File: src/rtl/operand_entry.sv
// Front-panel operand entry: synchronises and debounces four active-low buttons and
// edits the two calculator operands N1/N2 with inc/dec/clear and hold-to-repeat.
module operand_entry #(
    parameter int DEB_CYCLES    = 4,
    parameter int REPEAT_CYCLES = 8,
    parameter int MAX_VAL       = 99
) (
    input  logic       CLK,
    input  logic       RST,
    input  logic       En,
    input  logic       BSel,
    input  logic       BInc,
    input  logic       BDec,
    input  logic       BClr,
    output logic [6:0] N1,
    output logic [6:0] N2,
    output logic       Sel,
    output logic       Valid
);

    localparam int         FW   = $clog2(DEB_CYCLES + 1);
    localparam int         RW   = $clog2(2 * REPEAT_CYCLES + 1);
    localparam logic [6:0] MAXV = 7'(MAX_VAL);

    typedef enum logic [1:0] {IDLE, EDIT_N1, EDIT_N2} state_t;

    state_t        state, state_nxt;
    logic [3:0]    raw, sync1, sync2, deb, deb_q;
    logic [FW-1:0] fcnt [4];
    logic [RW-1:0] rpt_cnt;
    logic          sel_rel, clr_rel, inc_press, dec_press;
    logic          inc_held, dec_held, rpt_run, rpt_evt, inc_evt, dec_evt;
    logic [6:0]    cur, nv, n1_nxt, n2_nxt;
    logic          valid_nxt;

    // Bit order: 0 = Sel, 1 = Inc, 2 = Dec, 3 = Clr; all levels active-low.
    assign raw = {BClr, BDec, BInc, BSel};

    always_ff @(posedge CLK or posedge RST) begin
        if (RST) begin
            sync1 <= '1;
            sync2 <= '1;
            deb   <= '1;
            deb_q <= '1;
            for (int unsigned i = 0; i < 4; i++) fcnt[i] <= '0;
        end else begin
            sync1 <= raw;
            sync2 <= sync1;
            deb_q <= deb;
            for (int unsigned i = 0; i < 4; i++) begin
                if (sync2[i] != deb[i]) begin
                    if (fcnt[i] == FW'(DEB_CYCLES - 1)) begin
                        deb[i]  <= sync2[i];
                        fcnt[i] <= '0;
                    end else begin
                        fcnt[i] <= fcnt[i] + 1'b1;
                    end
                end else begin
                    fcnt[i] <= '0;
                end
            end
        end
    end

    assign sel_rel   = ~deb_q[0] &  deb[0];
    assign inc_press =  deb_q[1] & ~deb[1];
    assign dec_press =  deb_q[2] & ~deb[2];
    assign clr_rel   = ~deb_q[3] &  deb[3];

    // Repeat timer runs only while exactly one of Inc/Dec is held; reload after the
    // first repeat shortens the following periods to REPEAT_CYCLES.
    assign inc_held = ~deb[1];
    assign dec_held = ~deb[2];
    assign rpt_run  = En & (inc_held ^ dec_held);
    assign rpt_evt  = rpt_run & (rpt_cnt == RW'(2 * REPEAT_CYCLES));
    assign inc_evt  = inc_press | (rpt_evt & inc_held);
    assign dec_evt  = dec_press | (rpt_evt & dec_held);

    always_ff @(posedge CLK or posedge RST) begin
        if (RST)          rpt_cnt <= '0;
        else if (!rpt_run) rpt_cnt <= '0;
        else if (rpt_evt)  rpt_cnt <= RW'(REPEAT_CYCLES + 1);
        else               rpt_cnt <= rpt_cnt + 1'b1;
    end

    always_comb begin
        cur = (state == EDIT_N2) ? N2 : N1;
        nv  = cur;
        if (clr_rel)                 nv = '0;
        else if (inc_evt && !dec_evt) nv = (cur == MAXV) ? '0 : cur + 7'd1;
        else if (dec_evt && !inc_evt) nv = (cur == '0) ? MAXV : cur - 7'd1;
    end

    always_comb begin
        state_nxt = state;
        n1_nxt    = N1;
        n2_nxt    = N2;
        if (!En) begin
            state_nxt = IDLE;
        end else begin
            case (state)
                IDLE: begin
                    state_nxt = EDIT_N1;
                    n1_nxt    = '0;
                    n2_nxt    = '0;
                end
                EDIT_N1: begin
                    n1_nxt = nv;
                    if (sel_rel) state_nxt = EDIT_N2;
                end
                EDIT_N2: begin
                    n2_nxt = nv;
                    if (sel_rel) state_nxt = EDIT_N1;
                end
                default: state_nxt = IDLE;
            endcase
        end
        valid_nxt = (n1_nxt != N1) || (n2_nxt != N2);
    end

    always_ff @(posedge CLK or posedge RST) begin
        if (RST) begin
            state <= IDLE;
            N1    <= '0;
            N2    <= '0;
            Valid <= 1'b0;
        end else begin
            state <= state_nxt;
            N1    <= n1_nxt;
            N2    <= n2_nxt;
            Valid <= valid_nxt;
        end
    end

    assign Sel = (state == EDIT_N2);

endmodule
File: config.mk
export PLATFORM = sky130hd
export DESIGN_NAME = operand_entry
export DESIGN_NICKNAME = d
export VERILOG_FILES = /design/src/rtl/operand_entry.sv
export SDC_FILE = /design/constraint.sdc
export NUM_CORES = 1
export LEC_CHECK = 0
export ABC_AREA = 1
export BUFFER_PORTS_ARGS = -buffer_cell sky130_fd_sc_hd__buf_2
export CAP_MARGIN = 20
export CORE_MARGIN = 2
export CORE_UTILIZATION = 55
export CTS_CLUSTER_SIZE = 20
export DETAILED_ROUTE_END_ITERATION = 10
export GPL_TIMING_DRIVEN = 0
export MAX_ROUTING_LAYER = met4
export PLACE_DENSITY = 0.71
export SLEW_MARGIN = 20
export SYNTH_ARGS = -nofsm -noshare
export SYNTH_HDL_FRONTEND = slang
export SYNTH_SLANG_ARGS = --single-unit
File: constraint.sdc
create_clock -name CLK -period 5.55 [get_ports CLK]
set_clock_uncertainty 0.2 [all_clocks]
set_input_delay 0.2775 -clock CLK [delete_from_list [all_inputs] [get_ports CLK]]
set_output_delay 0.2775 -clock CLK [all_outputs]
set_load 0.005 [all_outputs]
==> results_dict.tcl <==
set metrics [dict create \
    slowest_stage "dfrtp_1" \
    postRouteAntennaNets 0 \
    drive_gt1_share_pct 21.2 \
    start_util_pct 57.7 \
    swShare_pct 46.1 \
    reg2reg_to "Valid$_DFF_PP0_" \
    relSlewSlack_pct 58.3 \
    worstHoldStart "En" \
    hold_viol 0 \
    drc 0 \
    seq_power_share_pct 32.3 \
    ys.flop_type "dfrtp_1" \
    tightest_slew_ps 623 \
    antenna_cells 0 \
    dieArea_um2 6030 \
    first_iter_violations 189 \
    placedCellCount 477 \
    holdPathEnd "rpt_cnt[1]$_DFF_PP0_" \
    clkLatencyLatePin_ps 310 \
    clockBufferDepth 2 \
    ctsHtreeMaxLevel 2 \
    p_clk_share_pct 16.0 \
    antenna_found_initial 0 \
    grt_use_total_pct 24.5 \
    die_y_um 77.7 \
    hold_class "in2reg" \
    ys_seq_area_share_pct 42.6 \
    synth_edf_count 0 \
    rows 26 \
    die_w_um 77.7 \
    maxCapViolCount 0 \
    grt_max_degree 27 \
    rr_startpoint "state[0]$_DFFE_PP0P_" \
    period_minus_slack_ps 2960 \
    layout_common_cells "nand2_1, nand3_1, inv_1, dfrtp_1, nor2_1" \
    power.leakage_nw 1.76 \
    postCtsSetupBuffers 0 \
    worstHoldPathCells 3 \
    hpwl_mm 5.04 \
    worst_ep_arrival_time_ps 2970 \
    synthTopCellsByArea "dfrtp_1, dfstp_2, nand2_1, nand3_1, inv_1" \
    slew_violations 0 \
    cts_buffers 5 \
    start_kind "flop" \
    period_share_pct 53.4 \
    worst-path-max-fanout 10 \
    overflow 0 \
    worst-setup-path-type "reg2reg" \
    core_area_um2 5170 \
    pin_count 23 \
    path_cells "inv_4, nand2_4, buf_12, o21ai_4, ha_1, inv_1, nor2_1, nand4_2, nand3_1, a21oi_1, nand3_1, nand2_1, nand2_1, nand2_1, nor2_1, nand2_1, nor2_1, nand2_1" \
    ys_ff_latch 50 \
    crit_top_cell "nand2_1" \
    synth-warning-count 0 \
    worstPathRequired_ps 5550 \
    vias_per_cell 5.23 \
    synthesis.area_um2 2980 \
    async_flop_share_pct 100 \
    avgSynthCellArea_um2 7.77 \
    grt_first_pass_wirelength_mm 11.3 \
    power_switching_mw 0.782 \
    setup_viol 0 \
    clock-sinks 50 \
    synth_fp_nets 400 \
    comb_power_share_pct 51.7 \
    crit_path_end_kind "flop" \
    max_freq_ghz 0.337 \
    finalWeightedCongestion 0.901 \
    power.density_nw_per_um2 502 \
    p_int_mw 0.914 \
    setup_tns_ps 0 \
    rsz0062_at_grt "false" \
    cpPeakStageDelay_ps 430 \
    yosys.area.top_type "dfrtp_1" \
    synthCells 384 \
    syn_to_final_growth_pct 13.2 \
    port_buffers 22 \
    drt-wirelength-per-cell_um 13.4 \
    ys_types 31 \
    final_nets 435 \
    r2r_cells 18 \
    synth_top_area_share_pct 28.5 \
    dr.pass1.iters 4 \
    r2r_slack_ps 2590 \
    grt_pass1_vias 2360 \
    cts_tree "built" \
    final-instance-count-excl-fill 490 \
    path_clk_slew_ps 100 \
    cts-root-buf "clkbuf_8" \
    totalWireLength_mm 6.58 \
    layout_commonest_cell "nand2_1" \
    irDropWorstVdd_mv 0.319 \
    status "finished, final reports clean" \
    num_vias 2565 \
]
## worst max-delay path: cells and delay by family (launching register included)
kind / cells / cell delay (ps)
flip-flops: 1 / 430
AND/OR/NAND/NOR: 12 / 1230
buffers and inverters: 3 / 390
adder cells (fa/ha/maj): 1 / 280
AO/OA/AOI/OAI: 2 / 320
## worst max-delay path by stage
stage                         start         endpoint  slack (ps)  depth (start not counted)
3_5_place_dp   state[0]$_DFFE_PP0P_  Valid$_DFF_PP0_        2650                         18
5_1_grt        state[0]$_DFFE_PP0P_  Valid$_DFF_PP0_        2350                         17
3_3_place_gp   state[0]$_DFFE_PP0P_  Valid$_DFF_PP0_        2690                         18
6_report       state[0]$_DFFE_PP0P_  Valid$_DFF_PP0_        2590                         18
4_1_cts        state[0]$_DFFE_PP0P_  Valid$_DFF_PP0_        2640                         18
2_1_floorplan  state[0]$_DFFE_PP0P_  Valid$_DFF_PP0_        3070                         17
## through the flow
stage	power, mW	setup WS [ps]	util, %	hold WS [ps]	cell area, um^2
2_1_floorplan	1.21	3070	-	82.0	2980
3_3_place_gp	1.39	2690	61.5	146	3180
3_5_place_dp	1.42	2650	62.0	147	3210
4_1_cts	1.70	2640	65.3	78.9	3380
5_1_grt	1.85	2350	65.3	81.9	3380
6_report	1.70	2590	65.3	81.7	3380
## power by group through the flow
stage | clock network [mW] | registers [mW] | logic (mW)
floorplan | 0 | 0.542 | 0.666
global placement | 0 | 0.548 | 0.839
detailed placement | 0 | 0.556 | 0.865
CTS | 0.276 | 0.549 | 0.871
global route | 0.293 | 0.561 | 0.997
finish | 0.271 | 0.548 | 0.876
## per-layer routing
metal | vias up | share of wire (%) | GRT usage, %
met5 | - | 0 | -
met4 | 0 | 0.91 | 4.82
met3 | 7 | 4.8 | 3.84
met2 | 64 | 47 | 37.8
met1 | 1193 | 47 | 34.5
li1 | 1301 | - | -
## synth_stat cells, types with 3 or more instances
cell     number
nand2_2      12
nand2_4       4
xor2_1        5
o21ai_0      16
nor3_1        6
xnor2_1       5
dfstp_2      16
nor3b_1       3
nand2_1     107
nand3_2       4
inv_1        43
ha_1          9
nand4_1       8
a21oi_1       8
nand3_1      47
dfrtp_1      34
nor2_4        5
inv_2         4
nor2_1       30
## cells by family (layout without fill, tap and decap cells)
logic type | Yosys count | in the layout | share of synthesized area [%]
DFF | 50 | 50 | 42.6
AOI/OAI and AO/OA | 31 | 31 | 6.08
buffers and inverters | 53 | 89 | 7.51
xor gates and xnor gates | 10 | 10 | 2.93
and+or+nand+nor | 231 | 231 | 37.1
adders and majority gates | 9 | 9 | 3.77
## area by class of cell
cell class / instances / area [um^2]
Buffer: 4 / 35.0
Fill cell: 454 / 1800
Inverter: 49 / 189
Sequential cell: 50 / 1270
Tap cell: 70 / 87.6
Clock inverter: 3 / 48.8
Timing Repair Buffer: 28 / 188
Clock buffer: 5 / 68.8
Multi-Input combinational cell: 281 / 1490
## registers in the layout, summed over array words and instances, names as in the netlist
name and flops:
rpt_cnt 5, deb_q 4, deb 4, state 2, sync1 4, Valid 1
N1 7, fcnt 12, N2 7, sync2 4
## timing repair
item | CTS | global route
resized for setup | 0 | 0
hold buffers | 5 | 0
endpoints found under the hold margin | 21 | 0
Note: power is estimated with default switching activity, not from simulation.
